--- src/rtl/riscv_pkg.sv ---
`default_nettype none
// ============================================================================
// Module   : riscv_pkg
// Purpose  : Shared RV32I widths, constants and the fetch FIFO entry type.
// Revision : 1.0
// ============================================================================
package riscv_pkg;
  localparam int XLEN    = 32;
  localparam int INSTR_W = 32;
  localparam logic [XLEN-1:0]    PC_STEP   = 32'd4;
  localparam logic [INSTR_W-1:0] NOP_INSTR = 32'h0000_0013;

  typedef struct packed {
    logic [XLEN-1:0]    pc;
    logic [INSTR_W-1:0] instr;
  } fetch_entry_t;
endpackage
`default_nettype wire

--- src/rtl/sync_fifo.sv ---
`default_nettype none
// ============================================================================
// Module   : sync_fifo
// Purpose  : Register-array FIFO with push/pop/flush and occupancy count.
// Revision : 1.0
// ============================================================================
module sync_fifo #(
  parameter int WIDTH = 64,
  parameter int DEPTH = 4
) (
  input  logic                     clk,
  input  logic                     rst_n,
  input  logic                     i_push,
  input  logic                     i_pop,
  input  logic                     i_flush,
  input  logic [WIDTH-1:0]         i_wdata,
  output logic [WIDTH-1:0]         o_rdata,
  output logic                     o_empty,
  output logic                     o_full,
  output logic [$clog2(DEPTH):0]   o_count
);
  localparam int PTR_W = (DEPTH > 1) ? $clog2(DEPTH) : 1;
  localparam int CNT_W = $clog2(DEPTH) + 1;

  logic [WIDTH-1:0] r_mem [DEPTH];
  logic [PTR_W-1:0] r_rd_ptr;
  logic [PTR_W-1:0] r_wr_ptr;
  logic [CNT_W-1:0] r_count;
  logic             w_do_push;
  logic             w_do_pop;

  function automatic logic [PTR_W-1:0] ptr_inc(input logic [PTR_W-1:0] p);
    return (p == PTR_W'(DEPTH - 1)) ? '0 : p + 1'b1;
  endfunction

  assign o_empty   = (r_count == '0);
  assign o_full    = (r_count == CNT_W'(DEPTH));
  assign o_count   = r_count;
  assign o_rdata   = r_mem[r_rd_ptr];
  assign w_do_pop  = i_pop && !o_empty;
  assign w_do_push = i_push && (!o_full || w_do_pop);

  always_ff @(posedge clk or negedge rst_n) begin
    if (!rst_n) begin
      r_rd_ptr <= '0;
      r_wr_ptr <= '0;
      r_count  <= '0;
    end else if (i_flush) begin
      r_rd_ptr <= '0;
      r_wr_ptr <= '0;
      r_count  <= '0;
    end else begin
      if (w_do_push) r_wr_ptr <= ptr_inc(r_wr_ptr);
      if (w_do_pop)  r_rd_ptr <= ptr_inc(r_rd_ptr);
      case ({w_do_push, w_do_pop})
        2'b10:   r_count <= r_count + 1'b1;
        2'b01:   r_count <= r_count - 1'b1;
        default: r_count <= r_count;
      endcase
    end
  end

  // Storage needs no reset: consumers only look at it while o_empty is low.
  always_ff @(posedge clk) begin
    if (w_do_push && !i_flush) r_mem[r_wr_ptr] <= i_wdata;
  end

  a_no_overflow: assert property (@(posedge clk) disable iff (!rst_n)
    !(i_push && o_full && !w_do_pop && !i_flush));
endmodule
`default_nettype wire

--- src/rtl/fetch_prefetch_unit.sv ---
`default_nettype none
// ============================================================================
// Module   : fetch_prefetch_unit
// Purpose  : RV32I fetch front end: credit-limited sequential fetch, response
//            FIFO, redirect flush with stale-response discard.
//            Optional same-cycle response bypass: define FETCH_BYPASS_EN.
// Revision : 1.0
// ============================================================================
module fetch_prefetch_unit
  import riscv_pkg::*;
#(
  parameter int              DEPTH     = 4,
  parameter int              MAX_OUTST = 2,
  parameter logic [XLEN-1:0] RESET_PC  = 32'h0000_0000
) (
  input  logic                   clk,
  input  logic                   reset,
  output logic                   imem_req_valid,
  input  logic                   imem_req_ready,
  output logic [XLEN-1:0]        imem_req_addr,
  input  logic                   imem_rsp_valid,
  input  logic [INSTR_W-1:0]     imem_rsp_data,
  input  logic                   redirect_valid,
  input  logic [XLEN-1:0]        redirect_pc,
  output logic                   out_valid,
  input  logic                   out_ready,
  output logic [INSTR_W-1:0]     out_instr,
  output logic [XLEN-1:0]        out_pc,
  output logic [$clog2(DEPTH):0] fifo_count
);
  localparam int OUT_W = $clog2(MAX_OUTST) + 1;

  logic              r_run;
  logic [XLEN-1:0]   r_fetch_pc;
  logic [OUT_W-1:0]  r_outst;
  logic [OUT_W-1:0]  r_discard;

  logic              w_credit;
  logic              w_accept;
  logic              w_rsp_live;
  logic              w_bypass;
  logic              w_fifo_push;
  logic              w_fifo_pop;
  logic              w_fifo_empty;
  logic              w_fifo_full;
  logic [XLEN-1:0]   w_sq_pc;
  logic              w_sq_empty;
  logic              w_sq_full;
  logic [$clog2(MAX_OUTST):0] w_sq_count;
  fetch_entry_t      w_head;
  fetch_entry_t      w_push_entry;
  logic              w_unused_flags;

  // Occupancy plus in-flight words must fit, so a response can never find the FIFO full.
  assign w_credit = ((32'(fifo_count) + 32'(r_outst)) < 32'(DEPTH)) &&
                    (32'(r_outst) < 32'(MAX_OUTST));
  assign imem_req_valid = r_run && w_credit && !redirect_valid;
  assign imem_req_addr  = r_fetch_pc;
  assign w_accept       = imem_req_valid && imem_req_ready;
  assign w_rsp_live     = imem_rsp_valid && (r_discard == '0) && !redirect_valid;

`ifdef FETCH_BYPASS_EN
  assign w_bypass = w_fifo_empty && w_rsp_live;
`else
  assign w_bypass = 1'b0;
`endif

  assign w_fifo_push  = w_rsp_live && !(w_bypass && out_ready);
  assign w_fifo_pop   = !w_fifo_empty && out_ready && !redirect_valid;
  assign w_push_entry = '{pc: w_sq_pc, instr: imem_rsp_data};

  assign out_valid = !w_fifo_empty || w_bypass;
  assign out_instr = w_bypass ? imem_rsp_data : (w_fifo_empty ? '0 : w_head.instr);
  assign out_pc    = w_bypass ? w_sq_pc       : (w_fifo_empty ? '0 : w_head.pc);

  assign w_unused_flags = &{1'b0, w_sq_empty, w_sq_full, w_sq_count, w_fifo_full};

  always_ff @(posedge clk or negedge reset) begin
    if (!reset) begin
      r_run      <= 1'b0;
      r_fetch_pc <= RESET_PC;
      r_outst    <= '0;
      r_discard  <= '0;
    end else begin
      r_run <= 1'b1;
      if (redirect_valid) begin
        // A response landing this cycle is already dropped, so it is not owed to discard.
        r_fetch_pc <= {redirect_pc[XLEN-1:2], 2'b00};
        r_outst    <= r_outst - OUT_W'(imem_rsp_valid);
        r_discard  <= r_outst - OUT_W'(imem_rsp_valid);
      end else begin
        if (w_accept) r_fetch_pc <= r_fetch_pc + PC_STEP;
        r_outst <= r_outst + OUT_W'(w_accept) - OUT_W'(imem_rsp_valid);
        if (imem_rsp_valid && (r_discard != '0)) r_discard <= r_discard - 1'b1;
      end
    end
  end

  sync_fifo #(.WIDTH(XLEN), .DEPTH(MAX_OUTST)) u_pc_queue (
    .clk     (clk),
    .rst_n   (reset),
    .i_push  (w_accept),
    .i_pop   (w_rsp_live),
    .i_flush (redirect_valid),
    .i_wdata (r_fetch_pc),
    .o_rdata (w_sq_pc),
    .o_empty (w_sq_empty),
    .o_full  (w_sq_full),
    .o_count (w_sq_count)
  );

  sync_fifo #(.WIDTH($bits(fetch_entry_t)), .DEPTH(DEPTH)) u_fetch_fifo (
    .clk     (clk),
    .rst_n   (reset),
    .i_push  (w_fifo_push),
    .i_pop   (w_fifo_pop),
    .i_flush (redirect_valid),
    .i_wdata (w_push_entry),
    .o_rdata (w_head),
    .o_empty (w_fifo_empty),
    .o_full  (w_fifo_full),
    .o_count (fifo_count)
  );
endmodule
`default_nettype wire

--- config.mk ---
export PLATFORM = sky130hd
export DESIGN_NAME = fetch_prefetch_unit
export DESIGN_NICKNAME = d
export VERILOG_FILES = /design/src/rtl/riscv_pkg.sv /design/src/rtl/sync_fifo.sv /design/src/rtl/fetch_prefetch_unit.sv
export SDC_FILE = /design/constraint.sdc
export NUM_CORES = 1
export LEC_CHECK = 0
export CAP_MARGIN = 40
export CORE_ASPECT_RATIO = 1.5
export CORE_MARGIN = 3
export CORE_UTILIZATION = 51
export CTS_BUF_LIST = sky130_fd_sc_hd__clkbuf_16
export DETAILED_ROUTE_END_ITERATION = 10
export PLACE_DENSITY = 0.79
export SYNTH_ARGS = -nofsm -noshare
export SYNTH_HDL_FRONTEND = slang
export SYNTH_HIERARCHICAL = 1
export SYNTH_SLANG_ARGS = --single-unit
--- constraint.sdc ---
create_clock -name clk -period 4.7 [get_ports clk]
set_clock_uncertainty 0.05 [all_clocks]
set_input_delay 1.175 -clock clk [delete_from_list [all_inputs] [get_ports clk]]
set_output_delay 1.175 -clock clk [all_outputs]
set_load 0.02 [all_outputs]
## Yosys cells after proc, flatten, opt, wreduce, memory -nomap -nowiden

Memory sizes are Yosys's and may differ from the RTL's.
Cells that the tools add are included.

- Bits in registers: 48
- Memory bits (writable): 320
- Input port bits: 70
- Output and inout port bits: 101
- Logic and storage cells: 97
- Memories: 2

- Add/subtract/negate cells: 14
- Order comparisons: 2
- Eq/ne operators: 8
- Multiplexer cells: 27
- Reduce and logical (&&, ||, !) cells: 34

Memories:

| memory | depth | bits a word | rd ports | clocked after Yosys merged registers in | wr ports | line | text |
|---|---|---|---|---|---|---|---|
| u_fetch_fifo.r_mem | 4 | 64 | 1 | 0 | 1 | sync_fifo.sv:25 | `logic [WIDTH-1:0] r_mem [DEPTH];` |
| u_pc_queue.r_mem | 2 | 32 | 1 | 0 | 1 | sync_fifo.sv:25 |  |

Operator list:

| cell | count |
|---|---|
| $mux 32 | 4 |
| $add 32x3->32 const B | 1 |
| $mux 2 | 10 |
| $logic_and 1x1->1 | 15 |
| $reduce_bool 2->1 | 7 |
| $eq 2x2->1 const B | 5 |
| $mux 1 | 10 |
| $add 2x1->2 const B | 3 |
| $pmux 3 s2 | 1 |
| $reduce_bool 3->1 | 2 |
| $logic_not 1->1 | 5 |
| $add 3x2->4 | 1 |
| $eq 2x1->1 const B | 2 |
| $logic_not 2->1 | 2 |
| $lt 4x3->1 const B | 1 |
| $pmux 2 s2 | 1 |
| $sub 2x1->2 | 2 |
| $sub 2x1->2 const B | 2 |
| $add 3x1->3 const B | 1 |
| $eq 3x3->1 const B | 1 |
| $logic_not 3->1 | 1 |
| $mux 3 | 1 |
| $sub 3x1->3 const B | 1 |
| $add 1x1->1 const B | 2 |
| 3 further kinds | 4 |

## Logic depth before layout (Yosys ltp)

- Word-level depth: 10
- Gate-level depth with buffers: 12
- Mapped depth without buffers: 9

## Modules after synthesis

The synthesis kept the hierarchy.

Modules (own cells, without submodules):

| module | times used | cells an instance | area an instance (µm²) | sequential area each (µm²) |
|---|---|---|---|---|
| sync_fifo at u_fetch_fifo | 1 | 399 | 9848.2 | 7862.5 |
| fetch_prefetch_unit | 1 | 321 | 2672.6 | 875.8 |
| sync_fifo at u_pc_queue | 1 | 125 | 2543.7 | 2021.9 |

## Least setup slack after synthesis

OpenSTA, ideal clock, no wires.

- Path kind: input -> register
- From: input redirect_valid
- To: memory u_pc_queue/r_mem[1][0] (netlist bit), enable pin
- Library setup time: 468 ps
- Arrival time: 4626 ps
- Data required time: 4182 ps
- Setup slack: -443 ps
- Stages on the path: 7
- Path buffers: 2
- Cells stage by stage: buf_2 inv_1 clkbuf_1 and3_1 inv_1 a21o_1 nor3b_1

- Cells in the longest elaborated chain, start to end: 8
- Elaborated cells between the ends (all ways): 10
- Those cells by class: mux: 2; reduce/logical: 8

RTL lines:

| what | line | text |
|---|---|---|
| from (decl) | fetch_prefetch_unit.sv:23 | `input logic redirect_valid,` |
| $logic_not 1->1 | fetch_prefetch_unit.sv:60 | `assign w_rsp_live = imem_rsp_valid && (r_discard == '0) && !redirect_valid;` |
| $logic_and 1x1->1 | fetch_prefetch_unit.sv:60 |  |
| net w_fifo_push | fetch_prefetch_unit.sv:42 | `logic w_fifo_push;` |
| $logic_and 1x1->1 | sync_fifo.sv:40 | `assign w_do_pop = i_pop && !o_empty;` |
| $logic_or 1x1->1 | sync_fifo.sv:41 | `assign w_do_push = i_push && (!o_full \|\| w_do_pop);` |
| $logic_and 1x1->1 | sync_fifo.sv:41 |  |
| $logic_and 1x1->1 | sync_fifo.sv:65 | `if (w_do_push && !i_flush) r_mem[r_wr_ptr] <= i_wdata;` |
| $mux 1 | sync_fifo.sv:65 |  |
| $mux 1 (not written as such) | sync_fifo.sv:65 |  |
| to (decl) | sync_fifo.sv:25 |  |

The timed path passes the listed nets, and every way through them passes these cells.

==> flow_summary.toml <==
[status]
status = "completed"

[timing]
slew_headroom_pct = 47.44
fin_crit_ps = 4228
timing.fmax_ghz = 0.2365
setup_viol = 0
fin_crit_sh_pct = 89.95
timing.final.ws_setup_ps = 472.4
finalMaxSlewViolations = 0
rsz0062_at_grt = "no"
setup_tns_ps = 0
hold_viol = 0
tightest_slew_ps = 781.2

[floorplan]
dieHeight_um = 216.5
dieArea_um2 = 31670
fp-row-count = 76
core_area_um2 = 28910
die_w_um = 146.3
ioPinCount = 171
initial_core_util_pct = 52.09

[global_route]
grtUsageMet1_pct = 23.42
grt_pass1_wl_um = 46000
overflow = 0
busiest_layer = "met2"
grt_use_met3_pct = 2.656
grt.total_usage_pct = 18.30
grt_pass1_vias = 8341
antenna_found_initial = 0
grt_max_degree = 66
grt_util_met2_pct = 32.77

[layout]
fillers = 2034
fin_nets = 1107
antenna_cells = 0
layout-drive-gt1-share_pct = 18.64
areaGrowthSynthToFinish_pct = 21.63

[setup_path]
path_cells = "buf_4 -> mux4_2 -> nor2b_1 -> clkdlybuf4s50_1"
worst_setup_path_end_kind = "primary output"
cp.arrival_ps = 3000
r2r_cells = 10
cp_slowest_stage_delay_ps = 790
crit_path_max_fanout = 28
crit_required_ps = 3470
slowest_stage = "dfrtp_4"
startpoint_type = "register"
critPathKind = "register to primary output"

[place]
dpl_worst_slack_ps = 685.5
dp_hpwl_um = 18190
io_buffers = 166
gp_congestion = 0.8362

[job]
cap_viol_max_count = 0

[clock_tree]
numCtsBuffers = 34
cts_buffer_depth = 3
cts_sinks = 366
ctsHoldBuffers = 0
clockRootBuffer = "clkbuf_16"
cts.clk_slew.worst_paths_ps = 70
htree_num_levels = 2
postCtsSetupRepairBufs = 0
post_cts_resize_count = 0
cts_tree = "yes"
worstSkewPairLatency_ps = 510

[route]
drt_iter0_drc = 493
drc = 0
drt_wl_total_um = 28820
antenna_left = 0
vias = 8033
wire_per_inst_um = 20.07
first_pass_iters = 5
viasPerCell = 5.594

[pwr]
p_per_area_nw_per_um2 = 387.8
switching_power_w = 0.001604
vdd_ir_drop_max_uv = 255.0
pwr-share-clk_pct = 36.7
leakage_nw = 6.016
seqPwrFrac_pct = 52.8
pwr-share-comb_pct = 10.5
p_sw_share_pct = 22.58
internal-power_w = 0.005499

[logic_synthesis]
syn_inst = 844
avgSynthCellArea_um2 = 17.84
synthesis.area_um2 = 15060
yosys_warnings = 6

[worst_hold_path]
min_path_type = "input port to async pin"
## power by group through the flow
stage | Clock, W | Combinational [W] | Sequential (W)
finish | 0.00261 | 0.000747 | 0.00375
floorplan | 0 | 0.000378 | 0.00382
global placement | 0 | 0.000738 | 0.00380
CTS | 0.00269 | 0.000761 | 0.00375
detailed placement | 0 | 0.000756 | 0.00381
global route | 0.00281 | 0.000808 | 0.00376
## placed cells by master, fill, tap and decap left out, types with 3 or more instances in the layout
| cell type | instances |
|---|---|
| edfxtp_1 | 320 |
| clkdlybuf4s50_1 | 164 |
| nor2b_1 | 65 |
| mux4_2 | 64 |
| dfrtp_1 | 44 |
| nand2_1 | 35 |
| clkbuf_16 | 35 |
| mux2_2 | 32 |
| nand3_1 | 23 |
| inv_1 | 22 |
| nor2_1 | 19 |
| o21ai_0 | 18 |
| buf_12 | 13 |
| o211ai_1 | 11 |
| ha_1 | 11 |
| a21oi_1 | 10 |
| and3_1 | 9 |
| nand4_1 | 9 |
| or3_1 | 9 |
| o311ai_1 | 8 |
| a31oi_1 | 7 |
| conb_1 | 7 |
| buf_4 | 7 |
| o21ai_1 | 6 |
| clkinv_2 | 5 |
| xor2_1 | 5 |
| a221o_1 | 5 |
| nor3_1 | 5 |
| clkinv_1 | 5 |
| and2_4 | 4 |
| nand4_4 | 3 |
| a21o_1 | 3 |
| bufinv_16 | 3 |
## per-stage QoR
stage / util, % / instance area [µm²] / hold WS, ps / cells / total power, W
6_report: 63.36 / 18320 / 495.0 / 1436 / 0.007102
2_1_floorplan: - / 15090 / 469.9 / 849 / 0.004197
3_5_place_dp: 59.72 / 17260 / 486.5 / 1379 / 0.004570
4_1_cts: 63.36 / 18320 / 479.9 / 1436 / 0.007197
3_3_place_gp: 59.65 / 17240 / 475.5 / 1378 / 0.004542
5_1_grt: 63.36 / 18320 / 506.3 / 1436 / 0.007378
## final timing paths
| path | start | endpoint | slack, ps |
|---|---|---|---|
| worst max-delay path | u_fetch_fifo/r_rd_ptr[0]$_DFFE_PN0P_ | out_pc[10] | 470 |
| worst min-delay path | reset | r_discard[0]$_DFFE_PN0P_ | 500 |
| worst max register to register | u_fetch_fifo/o_count[0]$_DFFE_PN0P_ | u_fetch_fifo/o_count[2]$_DFFE_PN0P_ | 1430 |
| worst min register to register | u_pc_queue/r_rd_ptr$_DFFE_PN0P_ | u_pc_queue/r_rd_ptr$_DFFE_PN0P_ | 500 |
| max in group asynchronous | reset | imem_req_addr[7]$_DFFE_PN0P_ | 3600 |
| min in group clk | u_pc_queue/r_rd_ptr$_DFFE_PN0P_ | u_pc_queue/r_rd_ptr$_DFFE_PN0P_ | 500 |
## cell type report
type                       count  area, µm²  share of cell area [%]
sequential                   366      10770                   58.78
tap                          390      488.0                   2.664
timing repair buffer         186       1964                   10.73
clock buffer                  35      875.8                   4.782
clock inverter                22      176.4                  0.9632
multi-input combinational    421       3981                   21.74
inverter                      16      63.81                  0.3484
## registers in the layout, summed over array words and instances, names as in the netlist, 2 cells and up
register / flops
u_fetch_fifo/o_count: 3
u_fetch_fifo/r_mem: 256
u_pc_queue/r_mem: 64
r_outst: 2
r_discard: 2
imem_req_addr: 30
u_pc_queue/o_count: 2
u_fetch_fifo/r_rd_ptr: 2
u_fetch_fifo/r_wr_ptr: 2
## layer usage
metal  vias up  part of all wire, %
met1      4090                   41
met4         0                  2.0
met2       223                   53
li1       3679                    -
met5         -                    0
met3        41                  4.0
## worst max-delay path, delay by kind of cell (launching register included)
family,cells,cell delay [ps]
multiplexers,1,530
AND/OR/NAND/NOR,1,160
buffers and inverters,2,980
flip-flops,1,790
No activity file was read; power rests on OpenSTA's default activity.
